### src/rtl/preview_queue_pixel_driver_if.sv
// Shared piece types and the pixel/piece bus between the display core and the preview driver.
package preview_queue_pixel_driver_pkg;

  typedef enum logic [2:0] {
    BLANK   = 3'd0,
    PIECE_I = 3'd1,
    PIECE_O = 3'd2,
    PIECE_T = 3'd3,
    PIECE_S = 3'd4,
    PIECE_Z = 3'd5,
    PIECE_J = 3'd6,
    PIECE_L = 3'd7
  } tile_type_t;

  localparam logic [23:0] TILE_BLANK_COLOR = 24'h101010;

  localparam int unsigned TILE_WIDTH  = 16;
  localparam int unsigned TILE_HEIGHT = 16;
  localparam int unsigned HOLD_VSTART = 100;
  localparam int unsigned HOLD_HSTART = 40;

endpackage

interface preview_queue_pixel_driver_if
  import preview_queue_pixel_driver_pkg::*;
#(
  parameter int unsigned NUM_SLOTS = 1
);
  logic [9:0]                   VGA_row;
  logic [9:0]                   VGA_col;
  logic                         frame_start;
  logic                         update;
  tile_type_t [NUM_SLOTS-1:0]   piece_types;
  logic                         lockout;
  logic [23:0]                  output_color;
  logic                         active;

  modport master (
    output VGA_row, VGA_col, frame_start, update, piece_types, lockout,
    input  output_color, active
  );

  modport slave (
    input  VGA_row, VGA_col, frame_start, update, piece_types, lockout,
    output output_color, active
  );
endinterface

### src/rtl/preview_queue_pixel_driver.sv
// Preview-window pixel driver: frame-synchronous piece commit, change flash, lockout dim, 2-stage pixel pipe.
module preview_queue_pixel_driver
  import preview_queue_pixel_driver_pkg::*;
#(
  parameter int unsigned NUM_SLOTS    = 1,
  parameter int unsigned SLOT_ROWS    = 5,
  parameter int unsigned SLOT_COLS    = 6,
  parameter int unsigned VSTART       = HOLD_VSTART,
  parameter int unsigned HSTART       = HOLD_HSTART,
  parameter int unsigned TILE_W       = TILE_WIDTH,
  parameter int unsigned TILE_H       = TILE_HEIGHT,
  parameter int unsigned SLOT_GAP     = 8,
  parameter int unsigned FLASH_FRAMES = 8
) (
  input  logic                        clk,
  input  logic                        rst,
  preview_queue_pixel_driver_if.slave bus
);

  localparam int unsigned SLOT_H   = SLOT_ROWS * TILE_H;
  localparam int unsigned SLOT_WPX = SLOT_COLS * TILE_W;
  localparam int unsigned PITCH    = SLOT_H + SLOT_GAP;
  localparam int unsigned LAST_ROW = VSTART + (NUM_SLOTS - 1) * PITCH + SLOT_H - 1;
  localparam int unsigned LAST_COL = HSTART + SLOT_WPX - 1;
  localparam int unsigned SLOT_IW  = (NUM_SLOTS > 1) ? $clog2(NUM_SLOTS) : 1;
  localparam int unsigned ROW_IW   = (SLOT_ROWS > 1) ? $clog2(SLOT_ROWS) : 1;
  localparam int unsigned COL_IW   = (SLOT_COLS > 1) ? $clog2(SLOT_COLS) : 1;

  // Geometry and parameter range checks at elaboration
  if (LAST_ROW > 1023 || LAST_COL > 1023) begin : g_bounds_err
    $error("preview slots extend past pixel 1023");
  end
  if (NUM_SLOTS < 1 || NUM_SLOTS > 6) begin : g_slots_err
    $error("NUM_SLOTS must be 1..6");
  end
  if (FLASH_FRAMES < 1 || FLASH_FRAMES > 15) begin : g_flash_err
    $error("FLASH_FRAMES must be 1..15");
  end

  // Orientation-0 footprint relative to origin (2,2), or (3,2) for I. Tiles off
  // the slot grid can never be queried, so they drop out naturally.
  function automatic logic in_shape(tile_type_t t, logic [ROW_IW-1:0] r, logic [COL_IW-1:0] c);
    int dr;
    int dc;
    dr = int'(r) - ((t == PIECE_I) ? 3 : 2);
    dc = int'(c) - 2;
    case (t)
      PIECE_I: return (dr == 0) && (dc >= -1) && (dc <= 2);
      PIECE_O: return (dr == -1 || dr == 0) && (dc == 0 || dc == 1);
      PIECE_T: return (dr == -1 && dc == 0) || (dr == 0 && dc >= -1 && dc <= 1);
      PIECE_S: return (dr == -1 && (dc == 0 || dc == 1)) || (dr == 0 && (dc == -1 || dc == 0));
      PIECE_Z: return (dr == -1 && (dc == -1 || dc == 0)) || (dr == 0 && (dc == 0 || dc == 1));
      PIECE_J: return (dr == -1 && dc == -1) || (dr == 0 && dc >= -1 && dc <= 1);
      PIECE_L: return (dr == -1 && dc == 1) || (dr == 0 && dc >= -1 && dc <= 1);
      default: return 1'b0;
    endcase
  endfunction

  function automatic logic [23:0] piece_color(tile_type_t t);
    case (t)
      PIECE_I: return 24'h00F0F0;
      PIECE_O: return 24'hF0F000;
      PIECE_T: return 24'hA000F0;
      PIECE_S: return 24'h00F000;
      PIECE_Z: return 24'hF00000;
      PIECE_J: return 24'h0000F0;
      PIECE_L: return 24'hF0A000;
      default: return TILE_BLANK_COLOR;
    endcase
  endfunction

  function automatic logic [23:0] dim_color(logic [23:0] c);
    return {1'b0, c[23:17], 1'b0, c[15:9], 1'b0, c[7:1]};
  endfunction

  tile_type_t [NUM_SLOTS-1:0]  pending_q, pending_d;
  tile_type_t [NUM_SLOTS-1:0]  displayed_q, displayed_d;
  tile_type_t [NUM_SLOTS-1:0]  commit_src;
  logic                        commit_have;
  logic                        pending_valid_q, pending_valid_d;
  logic                        lockout_disp_q, lockout_disp_d;
  logic [NUM_SLOTS-1:0][3:0]   flash_cnt_q, flash_cnt_d;

  logic [10:0]                 row_w, col_w, row_base;
  logic                        row_hit, col_hit;
  logic                        s1_valid_q, s1_valid_d;
  logic                        in_region_q, in_region_d;
  logic [SLOT_IW-1:0]          slot_q, slot_d;
  logic [ROW_IW-1:0]           trow_q, trow_d;
  logic [COL_IW-1:0]           tcol_q, tcol_d;

  tile_type_t                  sel_type;
  logic                        sel_flash;
  logic                        piece_hit;
  logic [23:0]                 output_color_q, output_color_d;
  logic                        active_q, active_d;

  assign row_w = {1'b0, bus.VGA_row};
  assign col_w = {1'b0, bus.VGA_col};

  // Pending capture and frame-start commit; update+frame_start bypasses straight to display
  always_comb begin
    pending_d       = pending_q;
    displayed_d     = displayed_q;
    pending_valid_d = pending_valid_q;
    lockout_disp_d  = lockout_disp_q;
    flash_cnt_d     = flash_cnt_q;
    commit_src      = bus.update ? bus.piece_types : pending_q;
    commit_have     = bus.update | pending_valid_q;
    if (bus.frame_start) begin
      for (int k = 0; k < int'(NUM_SLOTS); k++) begin
        if (commit_have && (commit_src[k] != displayed_q[k])) begin
          flash_cnt_d[k] = 4'(FLASH_FRAMES);
        end else if (flash_cnt_q[k] != 4'd0) begin
          flash_cnt_d[k] = flash_cnt_q[k] - 4'd1;
        end
      end
      if (commit_have) begin
        displayed_d = commit_src;
      end
      if (bus.update) begin
        pending_d = bus.piece_types;
      end
      pending_valid_d = 1'b0;
      lockout_disp_d  = bus.lockout;
    end else if (bus.update) begin
      pending_d       = bus.piece_types;
      pending_valid_d = 1'b1;
    end
  end

  // Piece/flash/lockout state registers
  always_ff @(posedge clk) begin
    if (rst) begin
      for (int k = 0; k < int'(NUM_SLOTS); k++) begin
        pending_q[k]   <= BLANK;
        displayed_q[k] <= BLANK;
      end
      pending_valid_q <= 1'b0;
      lockout_disp_q  <= 1'b0;
      flash_cnt_q     <= '0;
    end else begin
      pending_q       <= pending_d;
      displayed_q     <= displayed_d;
      pending_valid_q <= pending_valid_d;
      lockout_disp_q  <= lockout_disp_d;
      flash_cnt_q     <= flash_cnt_d;
    end
  end

  // Stage 1: slot hit and tile row/col by threshold compares at 11 bits
  always_comb begin
    s1_valid_d  = 1'b1;
    row_hit     = 1'b0;
    row_base    = '0;
    slot_d      = '0;
    trow_d      = '0;
    tcol_d      = '0;
    for (int k = 0; k < int'(NUM_SLOTS); k++) begin
      if (row_w >= 11'(VSTART + k * PITCH) && row_w < 11'(VSTART + k * PITCH + SLOT_H)) begin
        row_hit  = 1'b1;
        slot_d   = SLOT_IW'(k);
        row_base = 11'(VSTART + k * PITCH);
      end
    end
    for (int j = 1; j < int'(SLOT_ROWS); j++) begin
      if (row_w >= row_base + 11'(j * TILE_H)) trow_d = ROW_IW'(j);
    end
    col_hit = (col_w >= 11'(HSTART)) && (col_w < 11'(HSTART + SLOT_WPX));
    for (int j = 1; j < int'(SLOT_COLS); j++) begin
      if (col_w >= 11'(HSTART + j * TILE_W)) tcol_d = COL_IW'(j);
    end
    in_region_d = row_hit & col_hit;
  end

  // Stage 1 registers
  always_ff @(posedge clk) begin
    if (rst) begin
      s1_valid_q  <= 1'b0;
      in_region_q <= 1'b0;
      slot_q      <= '0;
      trow_q      <= '0;
      tcol_q      <= '0;
    end else begin
      s1_valid_q  <= s1_valid_d;
      in_region_q <= in_region_d;
      slot_q      <= slot_d;
      trow_q      <= trow_d;
      tcol_q      <= tcol_d;
    end
  end

  // Stage 2: colour priority outside > blank tile > flash > lockout dim > piece colour
  always_comb begin
    sel_type       = BLANK;
    sel_flash      = 1'b0;
    output_color_d = TILE_BLANK_COLOR;
    active_d       = 1'b0;
    for (int k = 0; k < int'(NUM_SLOTS); k++) begin
      if (slot_q == SLOT_IW'(k)) begin
        sel_type  = displayed_q[k];
        sel_flash = flash_cnt_q[k][0];
      end
    end
    piece_hit = in_shape(sel_type, trow_q, tcol_q);
    if (!s1_valid_q) begin
      output_color_d = '0;
    end else if (in_region_q) begin
      active_d = 1'b1;
      if (piece_hit) begin
        if (sel_flash) begin
          output_color_d = 24'hFFFFFF;
        end else if (lockout_disp_q) begin
          output_color_d = dim_color(piece_color(sel_type));
        end else begin
          output_color_d = piece_color(sel_type);
        end
      end
    end
  end

  // Stage 2 output registers
  always_ff @(posedge clk) begin
    if (rst) begin
      output_color_q <= '0;
      active_q       <= 1'b0;
    end else begin
      output_color_q <= output_color_d;
      active_q       <= active_d;
    end
  end

  assign bus.output_color = output_color_q;
  assign bus.active       = active_q;

endmodule

### src/flat_wrapper.sv
// flat-port wrapper written by rule: the top's interface ports become plain ports
module preview_queue_pixel_driver_flat import preview_queue_pixel_driver_pkg::*;
#(
  parameter int unsigned NUM_SLOTS    = 1,
  parameter int unsigned SLOT_ROWS    = 5,
  parameter int unsigned SLOT_COLS    = 6,
  parameter int unsigned VSTART       = HOLD_VSTART,
  parameter int unsigned HSTART       = HOLD_HSTART,
  parameter int unsigned TILE_W       = TILE_WIDTH,
  parameter int unsigned TILE_H       = TILE_HEIGHT,
  parameter int unsigned SLOT_GAP     = 8,
  parameter int unsigned FLASH_FRAMES = 8
)
  (clk, rst, bus_VGA_row, bus_VGA_col, bus_frame_start, bus_update, bus_piece_types, bus_lockout, bus_output_color, bus_active);
  preview_queue_pixel_driver_if #(.NUM_SLOTS(NUM_SLOTS)) bus_i ();
  input  logic clk;
  input  logic rst;
  input wire logic [$bits(bus_i.VGA_row)-1:0] bus_VGA_row;
  input wire logic [$bits(bus_i.VGA_col)-1:0] bus_VGA_col;
  input wire logic [$bits(bus_i.frame_start)-1:0] bus_frame_start;
  input wire logic [$bits(bus_i.update)-1:0] bus_update;
  input wire logic [$bits(bus_i.piece_types)-1:0] bus_piece_types;
  input wire logic [$bits(bus_i.lockout)-1:0] bus_lockout;
  output wire logic [$bits(bus_i.output_color)-1:0] bus_output_color;
  output wire logic [$bits(bus_i.active)-1:0] bus_active;
  assign bus_i.VGA_row = bus_VGA_row;
  assign bus_i.VGA_col = bus_VGA_col;
  assign bus_i.frame_start = bus_frame_start;
  assign bus_i.update = bus_update;
  assign bus_i.piece_types = bus_piece_types;
  assign bus_i.lockout = bus_lockout;
  assign bus_output_color = bus_i.output_color;
  assign bus_active = bus_i.active;
  preview_queue_pixel_driver #(.NUM_SLOTS(NUM_SLOTS), .SLOT_ROWS(SLOT_ROWS), .SLOT_COLS(SLOT_COLS), .VSTART(VSTART), .HSTART(HSTART), .TILE_W(TILE_W), .TILE_H(TILE_H), .SLOT_GAP(SLOT_GAP), .FLASH_FRAMES(FLASH_FRAMES)) u_core (.clk(clk), .rst(rst), .bus(bus_i));
endmodule
### config.mk
export PLATFORM = sky130hd
export DESIGN_NAME = preview_queue_pixel_driver_flat
export DESIGN_NICKNAME = d
export VERILOG_FILES = /design/src/rtl/preview_queue_pixel_driver_if.sv /design/src/rtl/preview_queue_pixel_driver.sv /design/src/flat_wrapper.sv
export SDC_FILE = /design/constraint.sdc
export NUM_CORES = 1
export LEC_CHECK = 0
export ABC_AREA = 0
export CORE_MARGIN = 2
export CORE_UTILIZATION = 44
export DETAILED_ROUTE_END_ITERATION = 8
export GPL_TIMING_DRIVEN = 0
export PLACE_DENSITY = 0.8
export SKIP_CTS_REPAIR_TIMING = 1
export SLEW_MARGIN = 20
export SYNTH_ARGS = -nofsm -noshare
export SYNTH_HDL_FRONTEND = slang
export SYNTH_SLANG_ARGS = --single-unit
export TNS_END_PERCENT = 50
### constraint.sdc
create_clock -name clk -period 8.2 [get_ports clk]
set_clock_uncertainty 0.05 [all_clocks]
set_input_delay 2.46 -clock clk [delete_from_list [all_inputs] [get_ports clk]]
set_output_delay 2.46 -clock clk [all_outputs]
set_load 0.02 [all_outputs]
==> reports/metrics.csv <==
metric,value,unit
synth_fp_nets,307,
async_flop_share,0,%
hold_class,flip-flop to flip-flop,
final_cell_mix,"clkdlybuf4s50_1, dfxtp_1, nor2_1",
cts_inserted_buffers,5,
synth_top_area_cell,dfxtp_1,
power_density,158,nW/um2
vias,2118,
synth_compound_area_share,24.2,%
ant_nets,0,
drv_slew,0,
initial_core_util,46.4,%
dieArea,5630,um2
synth_mux_area_share,1.80,%
irDropWorstVdd,79.6,uV
cts_max_level,2,
synthAdderAreaFrac,8.79,%
grt_pass1_vias,1935,
synth_xor_area_share,1.97,%
grt.overflow.total,0,
final_util,60.6,%
cap_viol_max_count,0,
cp.required,8.35,ns
drcViolationCount,0,
synth_edf_count,0,
final_common_cell,clkdlybuf4s50_1,
yosysUniqueCellTypes,48,
rows,25,
yosysSeqAreaShare,32.5,%
area_delta_synth_final,30.6,%
ys_warn_count,0,
drive_above_1_share,8.75,%
startpoint,bus_VGA_row[4],
fin_crit,4.92,ns
syn_area,2220,um2
crit_path_end_kind,flip-flop,
fillers,432,
worstHoldStart,u_core.flash_cnt_q[1],
synth_top_family_by_area,compound AO/OA/AOI/OAI gates,
synth_cells,264,
wl_per_cell,12.4,um
ys.flop_type,dfxtp_1,
clockRootBuffer,clkbuf_8,
p_leak,1.07,nW
drt-total-wl,4.81,mm
track_usage,18.9,%
ys_seq_elements,36,
nets,362,
finalCritPeriodShare,60.0,%
die_h,75.0,um
grt_start_max_net_pins,14,
dr.first_iter.drc_count,84,
gp_congestion,0.891,
rsz0062_at_grt,no,
diodes,0,
avgSynthCellArea,8.41,um2
antenna_found_initial,0,
pin_count,53,
netlist.area_leader.share,32.5,%
port_buffers,48,
hold_viol,0,
clockBufferDepth,2,
reg2reg_from,u_core.displayed_q[1],
grt_pass1_wl,8.25,mm
dieWidth,75.0,um
crit_path_start_kind,input port,
clkTransAtPathRegs,0.08,ns
max-slew-margin-rel,57.5,%
crit_arrival,5.07,ns
setup_viol,0,
fmax,203,MHz
crit_type,input port to flip-flop,
critPathMaxFanout,5,
cts_tree,yes,
core_area,4790,um2
status,"complete, no violations",
cts_sinks,36,
dpl.hpwl,3.78,mm
worstMarginPinSlew,0.632,ns
drt_pass1_iterations,4,
clk_latency,0.30,ns
synthSimpleGateAreaFrac,22.1,%
drt-vias-per-instance,5.47,
yosys-top-cells-area,"dfxtp_1, ha_1, a211oi_1, nor2_1, a21oi_1",
finalSetupTns,0,ns
[report_power, final]
part | total (W) | switching (W) | internal, W
Combinational | 0.000106 | 0.0000590 | 0.0000466
Clock | 0.000159 | 0.0000673 | 0.0000915
Sequential | 0.000192 | 0.00000705 | 0.000185
Total | 0.000457 | 0.000133 | 0.000324
[Yosys cell counts (3+ instances only)]
cell type   n
nor3b_1     4
nor2b_1     7
dfxtp_1    36
xnor2_1     5
clkbuf_1    5
o31a_1      3
o311ai_0    3
nor2_1     27
o211ai_1    4
buf_4       9
nand3_1     4
o21ai_0    11
inv_1      19
nand2b_1    7
a31oi_1     5
nor3_1      9
mux2i_1     4
ha_1       14
a211oi_1   14
a221oi_2    3
o21a_1      3
a21oi_1    15
buf_2       4
nand2_1    13
nor4_1      5
o2111ai_1   3
[routing by layer]
| layer | vias to the layer above | part of all wire, % | global-route usage, % |
|---|---|---|---|
| li1 | 1068 | - | - |
| met1 | 964 | 42 | 20.6 |
| met2 | 79 | 50 | 34.0 |
| met3 | 7 | 6.0 | 4.15 |
| met4 | 0 | 1.9 | 9.72 |
| met5 | - | 0 | 0 |
[final timing paths]
check	endpoint	slack (ns)	cells past startpoint
hold / removal	u_core.flash_cnt_q[1]	0.47	2
setup reg to reg	u_core.bus.output_color[19]	4.84	13
setup / recovery	u_core.trow_q[0]	3.28	11
hold reg to reg	u_core.flash_cnt_q[1]	0.47	2
[cells by family (layout without fill, tap and decap cells)]
| kind of cell | Yosys count | in the layout |
|---|---|---|
| AO/OA/AOI/OAI | 75 | 75 |
| XOR/XNOR | 5 | 5 |
| adder cells (fa/ha/maj) | 15 | 15 |
| buffers and inverters | 39 | 95 |
| flip-flops | 36 | 36 |
| multiplexers | 4 | 4 |
| AND/OR/NAND/NOR | 90 | 90 |
[cell type report]
class	count	area, um2	area share (%)
Buffer	20	121	4.18
Clock inverter	3	46.3	1.60
Multi-Input combinational cell	189	1310	45.1
Clock buffer	5	68.8	2.37
Tap cell	67	83.8	2.89
Timing Repair Buffer	48	480	16.6
Sequential cell	36	721	24.8
Inverter	19	71.3	2.46
[critical path, stage by stage]
cell             delay (ns)
clkdlybuf4s50_1        0.48
o311ai_0               0.31
o21ai_0                0.11
nand2_1                0.16
inv_1                  0.11
ha_1                   0.27
nor3b_1                0.16
or3_1                  0.34
a311oi_1               0.35
a22oi_1                0.15
nor4_1                 0.16
[registers in the layout, summed over array words and instances, names as in the netlist]
register,count
u_core.bus.output_color,15
u_core.flash_cnt_q,4
u_core.displayed_q,3
u_core.pending_q,3
u_core.tcol_q,3
u_core.trow_q,3
u_core.bus.active,1
u_core.in_region_q,1
u_core.lockout_disp_q,1
u_core.pending_valid_q,1
u_core.s1_valid_q,1
[metrics by stage]
stage	worst slack, ns	hold WS, ns	std cells	area, um2	power (W)
final	3.28	0.473	387	2900	0.000457
after global routing	3.06	0.501	387	2900	0.000481
after CTS	3.27	0.480	387	2900	0.000458
after detailed placement	2.97	0.460	379	2790	0.000301
after global placement	3.02	0.448	379	2790	0.000299
after floorplan	3.70	0.413	264	2220	0.000269
Power figures use the tool's default switching activity.
